## src/rtl/vdp_io_initiator.sv

```systemverilog
// vdp_io_initiator: host-side initiator for the V9958 VDP CPU port.
// Queued host requests become mode/cdo + csw_n/csr_n strobe sequences with
// programmable setup, strobe and hold timing. Read data is sampled from cdi.
// Optional build macro: VDP_IO_RECOVERY_EN adds a RECOV state of
// RECOVERY_CYC idle cycles after HOLD for back-to-back access spacing.
module vdp_io_initiator #(
  parameter int FIFO_DEPTH   = 4,
  parameter int SETUP_CYC    = 1,
  parameter int STROBE_CYC   = 3,
  parameter int HOLD_CYC     = 1,
  parameter int RECOVERY_CYC = 2
) (
  input  logic       clk,
  input  logic       reset_n,
  input  logic       req_valid,
  output logic       req_ready,
  input  logic       req_wr,
  input  logic [1:0] req_port,
  input  logic [7:0] req_wdata,
  output logic       rsp_valid,
  output logic [7:0] rsp_rdata,
  output logic       busy,
  output logic [1:0] mode,
  output logic       csw_n,
  output logic       csr_n,
  output logic [7:0] cdo,
  input  logic [7:0] cdi
);

  localparam int PTR_W = $clog2(FIFO_DEPTH);
  localparam int CNT_W = PTR_W + 1;

  // Phase counters load N-1 and count down to zero.
  localparam logic [3:0] SETUP_LD  = 4'(SETUP_CYC - 1);
  localparam logic [3:0] STROBE_LD = 4'(STROBE_CYC - 1);
  localparam logic [3:0] HOLD_LD   = 4'(HOLD_CYC - 1);

  // Elaboration-time parameter checks.
  if (FIFO_DEPTH < 2 || FIFO_DEPTH > 16 || (FIFO_DEPTH & (FIFO_DEPTH - 1)) != 0) begin : g_bad_depth
    $error("FIFO_DEPTH must be a power of two in 2..16");
  end
  if (SETUP_CYC < 1 || SETUP_CYC > 15) begin : g_bad_setup
    $error("SETUP_CYC must be in 1..15");
  end
  if (STROBE_CYC < 2 || STROBE_CYC > 15) begin : g_bad_strobe
    $error("STROBE_CYC must be in 2..15");
  end
  if (HOLD_CYC < 1 || HOLD_CYC > 15) begin : g_bad_hold
    $error("HOLD_CYC must be in 1..15");
  end

`ifdef VDP_IO_RECOVERY_EN
  localparam logic [3:0] RECOV_LD = 4'(RECOVERY_CYC - 1);
  if (RECOVERY_CYC < 1 || RECOVERY_CYC > 15) begin : g_bad_recov
    $error("RECOVERY_CYC must be in 1..15");
  end
`else
  // RECOVERY_CYC has no effect without the recovery state.
  if (RECOVERY_CYC != 0) begin : g_recov_ignored
  end
`endif

  typedef enum logic [2:0] {
    S_IDLE,
    S_SETUP,
    S_STROBE,
`ifdef VDP_IO_RECOVERY_EN
    S_HOLD,
    S_RECOV
`else
    S_HOLD
`endif
  } state_t;

  // Request queue: entry = {wr, port[1:0], wdata[7:0]}
  logic [10:0]      fifo_mem_q [FIFO_DEPTH];
  logic [10:0]      fifo_mem_d [FIFO_DEPTH];
  logic [PTR_W-1:0] wr_ptr_q, wr_ptr_d;
  logic [PTR_W-1:0] rd_ptr_q, rd_ptr_d;
  logic [CNT_W-1:0] count_q, count_d;
  logic             fifo_full, fifo_empty, push, pop;
  logic [10:0]      head;

  state_t           state_q, state_d;
  logic [3:0]       cnt_q, cnt_d;
  logic             wr_q, wr_d;
  logic [1:0]       mode_q, mode_d;
  logic [7:0]       cdo_q, cdo_d;
  logic             csw_n_q, csw_n_d;
  logic             csr_n_q, csr_n_d;
  logic             rsp_valid_q, rsp_valid_d;
  logic [7:0]       rsp_rdata_q, rsp_rdata_d;

  // Full is taken from the registered count, so a pop only reopens the
  // queue on the following cycle.
  assign fifo_full  = (count_q == CNT_W'(FIFO_DEPTH));
  assign fifo_empty = (count_q == '0);
  assign req_ready  = !fifo_full;
  assign push       = req_valid && !fifo_full;
  assign pop        = (state_q == S_IDLE) && !fifo_empty;
  assign head       = fifo_mem_q[rd_ptr_q];

  // Queue pointer, occupancy and storage update.
  always_comb begin
    fifo_mem_d = fifo_mem_q;
    wr_ptr_d   = wr_ptr_q;
    rd_ptr_d   = rd_ptr_q;
    count_d    = count_q;
    if (push) begin
      fifo_mem_d[wr_ptr_q] = {req_wr, req_port, req_wdata};
      wr_ptr_d             = wr_ptr_q + PTR_W'(1);
    end
    if (pop) begin
      rd_ptr_d = rd_ptr_q + PTR_W'(1);
    end
    case ({push, pop})
      2'b10:   count_d = count_q + CNT_W'(1);
      2'b01:   count_d = count_q - CNT_W'(1);
      default: count_d = count_q;
    endcase
  end

  // Queue storage holds no control state, so it is not reset.
  always_ff @(posedge clk) begin
    fifo_mem_q <= fifo_mem_d;
  end

  // Queue control registers.
  always_ff @(posedge clk or negedge reset_n) begin
    if (!reset_n) begin
      wr_ptr_q <= '0;
      rd_ptr_q <= '0;
      count_q  <= '0;
    end else begin
      wr_ptr_q <= wr_ptr_d;
      rd_ptr_q <= rd_ptr_d;
      count_q  <= count_d;
    end
  end

  // Access sequencer: next state, phase counter, bus values and response.
  always_comb begin
    state_d     = state_q;
    cnt_d       = cnt_q;
    wr_d        = wr_q;
    mode_d      = mode_q;
    cdo_d       = cdo_q;
    rsp_valid_d = 1'b0;
    rsp_rdata_d = rsp_rdata_q;
    case (state_q)
      S_IDLE: begin
        if (!fifo_empty) begin
          wr_d    = head[10];
          mode_d  = head[9:8];
          cdo_d   = head[10] ? head[7:0] : 8'h00;
          cnt_d   = SETUP_LD;
          state_d = S_SETUP;
        end
      end
      S_SETUP: begin
        if (cnt_q == 4'd0) begin
          cnt_d   = STROBE_LD;
          state_d = S_STROBE;
        end else begin
          cnt_d = cnt_q - 4'd1;
        end
      end
      S_STROBE: begin
        if (cnt_q == 4'd0) begin
          cnt_d   = HOLD_LD;
          state_d = S_HOLD;
          // cdi is sampled on the same edge that releases csr_n.
          if (!wr_q) begin
            rsp_valid_d = 1'b1;
            rsp_rdata_d = cdi;
          end
        end else begin
          cnt_d = cnt_q - 4'd1;
        end
      end
      S_HOLD: begin
        if (cnt_q == 4'd0) begin
`ifdef VDP_IO_RECOVERY_EN
          cnt_d   = RECOV_LD;
          state_d = S_RECOV;
`else
          state_d = S_IDLE;
`endif
        end else begin
          cnt_d = cnt_q - 4'd1;
        end
      end
`ifdef VDP_IO_RECOVERY_EN
      S_RECOV: begin
        if (cnt_q == 4'd0) begin
          state_d = S_IDLE;
        end else begin
          cnt_d = cnt_q - 4'd1;
        end
      end
`endif
      default: state_d = S_IDLE;
    endcase
    // Strobes are registered from the next state so they are glitch-free
    // and only one of them can ever be low.
    csw_n_d = !((state_d == S_STROBE) && wr_d);
    csr_n_d = !((state_d == S_STROBE) && !wr_d);
  end

  // Sequencer and pin registers.
  always_ff @(posedge clk or negedge reset_n) begin
    if (!reset_n) begin
      state_q     <= S_IDLE;
      cnt_q       <= 4'd0;
      wr_q        <= 1'b0;
      mode_q      <= 2'd0;
      cdo_q       <= 8'h00;
      csw_n_q     <= 1'b1;
      csr_n_q     <= 1'b1;
      rsp_valid_q <= 1'b0;
      rsp_rdata_q <= 8'h00;
    end else begin
      state_q     <= state_d;
      cnt_q       <= cnt_d;
      wr_q        <= wr_d;
      mode_q      <= mode_d;
      cdo_q       <= cdo_d;
      csw_n_q     <= csw_n_d;
      csr_n_q     <= csr_n_d;
      rsp_valid_q <= rsp_valid_d;
      rsp_rdata_q <= rsp_rdata_d;
    end
  end

  assign mode      = mode_q;
  assign cdo       = cdo_q;
  assign csw_n     = csw_n_q;
  assign csr_n     = csr_n_q;
  assign rsp_valid = rsp_valid_q;
  assign rsp_rdata = rsp_rdata_q;
  assign busy      = (state_q != S_IDLE) || !fifo_empty;

endmodule

```

## config.mk

```make
export PLATFORM = sky130hd
export DESIGN_NAME = vdp_io_initiator
export DESIGN_NICKNAME = d
export VERILOG_FILES = /design/src/rtl/vdp_io_initiator.sv
export SDC_FILE = /design/constraint.sdc
export NUM_CORES = 1
export LEC_CHECK = 0
export ABC_CLOCK_PERIOD_IN_PS = 3200
export BUFFER_PORTS_ARGS = -buffer_cell sky130_fd_sc_hd__buf_4
export CORE_UTILIZATION = 30
export DETAILED_ROUTE_END_ITERATION = 10
export GPL_ROUTABILITY_DRIVEN = 0
export MAX_ROUTING_LAYER = met4
export PLACE_DENSITY = 0.47
export SLEW_MARGIN = 15
export SYNTH_ARGS = -nofsm -noshare
export SYNTH_HDL_FRONTEND = slang
export SYNTH_SLANG_ARGS = --single-unit
```

## constraint.sdc

```tcl
create_clock -name clk -period 3.2 [get_ports clk]
set_clock_uncertainty 0.1 [all_clocks]
set_input_delay 0.64 -clock clk [delete_from_list [all_inputs] [get_ports clk]]
set_output_delay 0.64 -clock clk [all_outputs]
set_load 0.01 [all_outputs]
```

Yosys cells after proc, flatten, opt, wreduce, memory -nomap -nowiden

Index checks and enable logic that the tools add are counted.

Register bits after elaboration: 80
Bits in latches: 0
Bits in writable memories: 0
Memory bits (read-only): 0
Input port bits: 22
Output and inout port bits: 23
Word-level logic and storage cells: 80
Memories: 0

Add/sub/neg operators: 5
Multipliers: 0
Divide/modulo/power cells: 0
$lt $le $gt $ge: 3
Equality and inequality tests: 9
Shift operators: 0
Mux-type cells: 23
Bitwise gates (word level): 4
Reduce and logical (&&, ||, !) cells: 20

Operator list:

| operator                                         | count |
|---|---|
| bitwise mux 44 bit                               | 1 |
| 2-to-1 mux 11 bit                                | 3 |
| binary-select mux 11 bit (select 2 bit)          | 1 |
| demux 11 bit (select 2 bit)                      | 1 |
| 2-to-1 mux 4 bit                                 | 4 |
| one-hot mux 4 bit (4 select lines)               | 1 |
| 2-to-1 mux 3 bit                                 | 4 |
| one-hot mux 3 bit (4 select lines)               | 1 |
| == test 3 x 2 -> 1 bit, second input constant    | 3 |
| 2-to-1 mux 8 bit                                 | 1 |
| >= comparator 3 bit, second input constant       | 2 |
| logical NOT 3 bit                                | 2 |
| NOT 2 -> 3 bit                                   | 2 |
| one-hot mux 3 bit (2 select lines)               | 1 |
| AND reduction 3 bit                              | 2 |
| logical AND 1 bit                                | 5 |
| logical NOT 1 bit                                | 5 |
| 2-to-1 mux 1 bit                                 | 5 |
| adder 2 x 1 -> 2 bit, second input constant      | 2 |
| logical NOT 4 bit                                | 1 |
| != test 2 bit, second input constant             | 2 |
| nonzero test 4 bit                               | 1 |
| subtractor 4 x 1 -> 4 bit, second input constant | 1 |
| adder 3 x 1 -> 3 bit, second input constant      | 1 |
| other kinds (11)                                 | 12 |

Logic depth before layout (Yosys ltp)

Gate-level depths: netlist of the first run.

Depth in word-level cells: 9
Gate-level depth with buffers: 10
Gate-level depth less buffers: 10

Worst setup path after synthesis of the first run

Ideal clock, no wire load.

Path type: register -> register
Start: reg state_q[2]
End: reg count_q[2]
Library setup time: 0.079 ns
Data arrival time: 2.167 ns
Required time: 3.021 ns
Setup slack: 0.854 ns
Cell stages (with the launch flop): 10
Buffers on the path: 1
Clock period less this slack: 2.346 ns
Path through: dfrtp_1 -> or4_1 -> clkbuf_1 -> inv_2 -> ha_1 -> inv_1 -> fa_1 -> xor2_1 -> nor2_1 -> xor2_1

Longest elaborated chain between the ends: 4
Elaborated cells on any way between the ends: 6
Classes of those cells: eq/ne (2); mux (1); reduce/logical (3)

Ends and longest elaborated chain:

| element                                                                         | RTL line | text |
|---|---|---|
| start: declaration                                                              | 84       | `state_t state_q, state_d;` |
| start signal: assignment                                                        | 223      | `state_q <= state_d;` |
| logical NOT 3 bit (*)                                                           | 100      | `assign pop = (state_q == S_IDLE) && !fifo_empty;` |
| logical AND 1 bit (*)                                                           | 100      |  |
| net pop                                                                         | 81       | `logic fifo_full, fifo_empty, push, pop;` |
| == test 2 x 1 -> 1 bit / == test 2 bit (equally long branches)                  | 116      | `case ({push, pop})` |
| one-hot mux 3 bit (2 select lines) / nonzero test 2 bit (equally long branches) | -        |  |
| end signal: assignment                                                          | 137      | `count_q <= count_d;` |
| end: declaration                                                                | 80       | `logic [CNT_W-1:0] count_q, count_d;` |

Mark *: on every way through the listed nets, which the timed path passes. The rest lies on a longest branch.
A chain may end at the register's enable or synchronous reset.

Worst setup path after layout of the first run

Ends and elaborated chain as after synthesis.

==> key figures, run 1 <==
Global routing
  – Antenna violations before repair: 0
  – Vias in the first global route: 1785
  – Overflow after GRT: 0
  – Total GRT Usage: between 10% and 20%
  – Largest net degree at the start of global routing: 37
  – First-pass GRT wire length: 9280 µm

Run
  – Total of max-cap violations: 0

Logic synthesis
  – Post-Syn Nets: 232
  – Post-synth top area share: 40.95%
  – Seq/Total Area, Yosys: 68.94%
  – Mapped Cells: 202
  – Mapped Area: 0.003227 mm²
  – Netlist cell types: 37
  – FF+latch count, synth: 80
  – Synth Warn #: 0
  – Avg Inst Size Synth: 15.97 µm²
  – Synth area leaders: edfxtp_1, dfrtp_1, mux4_2
  – Post-synth top area cell: edfxtp_1

Timing
  – Worst setup margin: 0.6908 ns
  – Max Freq: 398.5 MHz
  – Setup TNS: 0 ns
  – WHS: 0.1326 ns
  – Slew margin rel.: 59.92%
  – Max-slew violations: 0
  – Worst Max-Slew Pin Slew: roughly 0.60 ns
  – RSZ-0062 raised after global routing: false
  – Final min period: between 2 and 3 ns
  – Final hold vios: 0
  – Final Cycle Share: 78.41%
  – Setup violations, final: 0

Detailed routing
  – DR DRC count: 0
  – Post-Route WL: roughly 5600 µm
  – Starting DRT DRC Count: 70
  – Vias: 1730
  – Final ANT Viol Nets: 0
  – Pre-Repair DR Iteration Count: 4
  – Via density: 4.369
  – Wire per inst: 14.09 µm

Worst setup path
  – Critical Path RT: 3.38 ns
  – Worst-path cell chain: or4_1 -> buf_4 -> inv_2 -> ha_1 -> inv_1 -> fa_1 -> xor2_1 -> nor2_1 -> xor2_1
  – CP max stage delay: ~0.54 ns
  – CP max stage cell: or4_1
  – FF-to-FF Start: state_q[2]$_DFF_PN0_
  – Critical Path Source Type: flop
  – Reg2Reg Capture Point: count_q[2]$_DFFE_PN0P_
  – CP Capture Type: flop
  – Critical Path AT: approximately 2.7 ns
  – Setup slack, reg-to-reg: 0.69 ns
  – Critical path class: reg2reg
  – Most Frequent Cell on Critical Path: xor2_1
  – Crit-path max FO: 18
  – Cell count of the worst reg-to-reg path: 9

Layout
  – Final Cell Area: 0.003926 mm²
  – Multi-input combinational cell area: 937.1 µm²
  – ANT cells: 0
  – Final std cells w/o fill: between 300 and 400
  – Commonest non-fill, non-tap cells in the layout: buf_4, edfxtp_1, dfrtp_1
  – FF+latch area: between 0.002 and 0.0025 mm²
  – Nets: around 290
  – Commonest non-fill, non-tap cell in the layout: buf_4
  – Ratio of cells with drive above 1 in the final layout: 35.00%
  – Filler instances: around 1k
  – Syn-to-layout area delta: 21.68%
  – Final core occ: 37.86%

Hold path
  – Hold Crit Class: in2async

Placement
  – Pre-CTS setup slack: 0.6860 ns
  – Port Buffers: 44
  – Placed wire-length estimate: between 3000 and 4000 µm
  – Cells after DPL: between 300 and 400
  – Area of placed instances: ~0.0037 mm²

Floorplan
  – # rows: 37
  – Initial Utilization: just over 30%
  – Die Y: 105.7 µm
  – Core area: 0.01037 mm²
  – Die area: 0.01117 mm²
  – Die W: 105.7 µm
  – I/O pins: between 40 and 50

Clock tree
  – Clock root buffer: clkbuf_8
  – Setup bufs post-CTS: 0
  – Clock Path Buffers: 2
  – CTS tree: built
  – Clock Sinks: 80
  – Clock Latency Late Sink: 0.35 ns
  – CTS Buf Count: 9
  – Htree depth: 3
  – Worst-path clk slew: 0.09 ns
  – Hold Buf Count CTS: 0
  – Gates resized, CTS repair: 0

Pwr
  – LEAKAGE: between 1.5 and 2 nW
  – Pwr Density: between 900 and 1000 mW/mm²
  – IR drop worst, VDD: 0.0003049 V
  – Tot Pwr: 3.546 mW

Outcome
  – Status: complete, no violations
report_power, final:
group	internal, mW	leakage, nW	switching, mW	total, mW
combinational	0.621	0.668	0.599	1.22
clock	0.368	0.0964	0.386	0.754
sequential	1.41	0.842	0.160	1.57
total	2.40	1.61	1.14	3.55
how the worst max path moves through the flow:
stage                     cells after the start  slack [ns]                 start                      to
after floorplan                               9        0.85  state_q[2]$_DFF_PN0_  count_q[2]$_DFFE_PN0P_
after global placement                        9        0.73  state_q[2]$_DFF_PN0_  count_q[2]$_DFFE_PN0P_
after detailed placement                      9        0.69  state_q[2]$_DFF_PN0_  count_q[2]$_DFFE_PN0P_
after CTS                                     9        0.67  state_q[2]$_DFF_PN0_  count_q[2]$_DFFE_PN0P_
after global routing                          9        0.55  state_q[2]$_DFF_PN0_  count_q[2]$_DFFE_PN0P_
final                                         9        0.69  state_q[2]$_DFF_PN0_  count_q[2]$_DFFE_PN0P_
state kept, by name (all words and copies together) (netlist names):
register / count
csw_n: 1
fifo_mem_q: 44
cnt_q: 4
count_q: 3
wr_ptr_q: 2
wr_q: 1
rsp_rdata: 8
mode: 2
cdo: 8
csr_n: 1
rd_ptr_q: 2
rsp_valid: 1
state_q: 3
worst max-delay path, delay by kind of cell, from the launching register on:
kind,cells,cell delay [ns]
XOR/XNOR,2,0.30
flip-flops,1,0.45
adder cells (fa/ha/maj),2,0.56
buffers and inverters,3,0.39
AND/OR/NAND/NOR,2,0.65
cell families after synthesis:
logic type	synth area share (%)
XOR/XNOR	1.629
AO/OA/AOI/OAI	3.568
flip-flops	68.94
other	0.1162
multiplexers	13.11
adder cells (fa/ha/maj)	3.335
buffers and inverters	2.016
AND/OR/NAND/NOR	7.289
Yosys cell counts:
master,n
xor2_1,2
nor3_1,3
o21ai_0,11
or4_4,1
mux2i_1,1
nand3b_1,2
xnor2_1,4
dfrtp_1,34
ha_1,7
or3_1,1
dfstp_2,2
conb_1,1
o22a_1,1
a21oi_1,6
edfxtp_1,44
clkbuf_1,3
mux4_2,11
or2b_1,1
nor3b_1,1
or4_1,1
or3b_4,1
a21o_1,1
fa_1,1
and2_1,1
a31oi_1,1
inv_1,9
nand2_1,24
buf_6,1
nand2b_1,2
buf_2,1
o31ai_1,1
mux2_4,8
inv_2,1
nand3_1,1
nor2_1,4
and3_1,4
mux2_2,4
area by class of cell:
type                       instances  area share (%)
multi-input combinational        107           23.87
timing repair buffer              47           8.987
clock inverter                     7           2.040
inverter                          10          0.9560
clock buffer                       9           3.155
sequential                        80           56.66
tap                              136           4.334
routing by layer:
layer	global-route usage [%]	part of all wire, %	vias up
li1	-	-	838
met1	14.68	48	843
met2	16.99	47	41
met3	2.783	3.4	8
met4	5.952	1.6	0
met5	-	0	-
Note: power is estimated with default switching activity, not from simulation.
==> run 2: changes to the inputs <==
Settings changed: ABC_CLOCK_PERIOD_IN_PS 3200 to 2200, PLACE_DENSITY 0.47 to 0.49.
Clock period 3.2 ns to 2.2 ns, I/O delays scaled along.
==> key figures, run 2 (synthesis gave the netlist of run 1 again) <==
Floorplan
  – # rows: 37 (unchanged)
  – Core area: 0.01037 mm² (unchanged)
  – Initial Utilization: 31.12% (unchanged)
  – Die Y: 105.7 µm (unchanged)
  – I/O pins: 45 (unchanged)
  – Die W: 105.7 µm (unchanged)
  – Die area: 0.01117 mm² (unchanged)

Pwr
  – Switching Fraction: 31.88% (-0.40 points)
  – Comb pwr share: 36.8% (+2.4 points)
  – Clock power frac: 20.9% (-0.4 points)
  – Reg power frac: 42.3% (-2.0 points)
  – P_sw: 1.709 mW (+49%)
  – IR drop worst, VDD: 0.0004017 V (+32%)
  – LEAKAGE: 1.687 nW (+5.1%)
  – Pwr Density: 1316 mW/mm² (+46%)
  – Internal power: 3.651 mW (+52%)

Timing
  – Worst setup margin: 0.07771 ns (-0.6131 ns)
  – Final hold vios: 0 (unchanged)
  – Setup violations, final: 0 (unchanged)
  – Final Cycle Share: 96.47% (+18 points)
  – RSZ-0062 raised after global routing: true
  – Max-slew violations: 0 (unchanged)
  – Final min period: 2.122 ns (-0.3869 ns)
  – Max Freq: 471.2 MHz (+18%)

Layout
  – Nets: 300 (+5.3%)
  – Largest reg by FF count: fifo_mem_q
  – Commonest non-fill, non-tap cells in the layout: buf_4, edfxtp_1, dfrtp_1
  – Syn-to-layout area delta: 26.25%
  – Ratio of cells with drive above 1 in the final layout: 40.73% (+5.7 points)
  – ANT cells: 0 (unchanged)
  – Max reg flops: 44 (unchanged)
  – Final std cells w/o fill: 411 (+3.8%)
  – Commonest non-fill, non-tap cell in the layout: buf_4
  – Final core occ: 39.29% (+1.4 points)

Clock tree
  – Htree depth: 3 (unchanged)
  – Worst-path clk slew: 0.09 ns (about the same)
  – CTS tree: built
  – CTS Buf Count: 9 (unchanged)
  – Clock root buffer: clkbuf_8
  – Clock Latency Late Sink: 0.34 ns (about the same)
  – Clock Path Buffers: 2 (unchanged)
  – Clock Sinks: 80 (unchanged)

Detailed routing
  – Vias: 1787 (+3.3%)
  – Pre-Repair DR Iteration Count: 4 (unchanged)
  – Via density: 4.348 (-0.48%)
  – Final ANT Viol Nets: 0 (unchanged)
  – DR DRC count: 0 (unchanged)
  – Post-Route WL: 5855 µm (+5.0%)
  – Wire per inst: 14.25 µm (+1.1%)
  – Starting DRT DRC Count: 85 (+21%)

Worst setup path
  – Setup slack, reg-to-reg: 0.08 ns (-0.61 ns)
  – Reg2Reg Capture Point: rsp_rdata[6]$_DFFE_PN0P_
  – Bufs and invs on worst path: 1 (-2)
  – Critical Path AT: 2.24 ns (-0.45 ns)
  – CP max stage cell: or4_4
  – Top Family by Delay on Critical Path: simple AND/OR/NAND/NOR gates
  – Critical path depth in cells: 5 (-4)
  – Cell count of the worst reg-to-reg path: 5 (-4)
  – Critical Path Source Type: flop
  – Worst-path cell chain: inv_1 -> ha_2 -> or3b_4 -> or4_4 -> mux2_4
  – Crit-path max FO: 9 (-9)
  – Critical path class: reg2reg
  – FF-to-FF Start: cnt_q[1]$_DFFE_PN0P_
  – CP max stage delay: 0.54 ns (about the same)
  – Critical Path RT: 2.32 ns (-1.06 ns)
  – CP Capture Type: flop

Placement
  – Placed wire-length estimate: 4031 µm (+6.6%)
  – Cells after DPL: 393 (+3.4%)
  – Pre-CTS setup slack: 0.008393 ns (-0.6776 ns)
  – Port Buffers: 44 (unchanged)

Global routing
  – Overflow after GRT: 0 (unchanged)
  – Antenna violations before repair: 0 (unchanged)
  – Largest net degree at the start of global routing: 37 (unchanged)
  – Total GRT Usage: 12.03% (+0.54 points)
  – Vias in the first global route: 1845 (+3.4%)
  – First-pass GRT wire length: 9597 µm (+3.4%)

Outcome
  – Status: complete, no violations

Run
  – Total of max-cap violations: 0 (unchanged)

Hold path
  – Hold Path Sink: fifo_mem_q[34]$_DFFE_PP_
  – Hold Crit Class: in2reg
  – Hold path depth: 1
  – Min-delay src: req_wdata[1]
==> run 2: power by group through the flow <==
stage	Combinational, mW	Clock (mW)	Sequential [mW]
after floorplan	1.18	0	2.35
after global placement	1.97	0	2.29
after detailed placement	1.99	0	2.30
after CTS	2.01	1.16	2.28
after global routing	2.21	1.22	2.32
final	1.97	1.12	2.27
==> run 2: worst max-delay path by stage <==
stage                               startpoint                       end  slack (ns)
after global routing      state_q[0]$_DFF_PN0_    count_q[2]$_DFFE_PN0P_       -0.01
after floorplan           state_q[0]$_DFF_PN0_    count_q[2]$_DFFE_PN0P_       -0.01
after CTS                 state_q[0]$_DFF_PN0_    count_q[2]$_DFFE_PN0P_        0.06
after global placement    cnt_q[1]$_DFFE_PN0P_  rsp_rdata[2]$_DFFE_PN0P_        0.05
final                     cnt_q[1]$_DFFE_PN0P_  rsp_rdata[6]$_DFFE_PN0P_        0.08
after detailed placement  cnt_q[1]$_DFFE_PN0P_  rsp_rdata[3]$_DFFE_PN0P_       0.008
==> run 2: final cells by class <==
type / instances / area, µm²
clock inverter: 7 / 85.08
tap: 136 / 170.2
sequential: 80 / 2225
multi-input combinational: 107 / 959.7
inverter: 10 / 42.54
clock buffer: 9 / 123.9
timing repair buffer: 62 / 467.9
fill: 997 / 6296
==> run 2: repair_timing <==
action | in CTS | in global routing
hold buffers | 1 | 0
pin swaps | 1 | 1
setup endpoints to repair | 2 | 2
cloned | 0 | 0
resized for setup | 1 | 4
endpoints found under the hold margin | 34 | 0
buffers inserted | 0 | 1
==> run 2: routing by layer <==
layer | share of wire, % | track usage [%]
met4 | 1.6 | 6.250
met3 | 3.6 | 2.721
met5 | 0 | -
met2 | 49 | 18.35
met1 | 46 | 15.01
==> run 2: stage by stage <==
| stage | setup TNS [ns] | power [mW] | instance area, µm² | hold slack (ns) |
|---|---|---|---|---|
| CTS | 0 | 5.444 | 4063 | 0.1690 |
| detailed placement | 0 | 4.299 | 3840 | 0.3438 |
| finish | 0 | 5.361 | 4074 | 0.1884 |
| global route | -0.01912 | 5.747 | 4074 | 0.1715 |
| global placement | 0 | 4.265 | 3840 | 0.3400 |
| floorplan | -0.01451 | 3.524 | 3257 | 0.04441 |
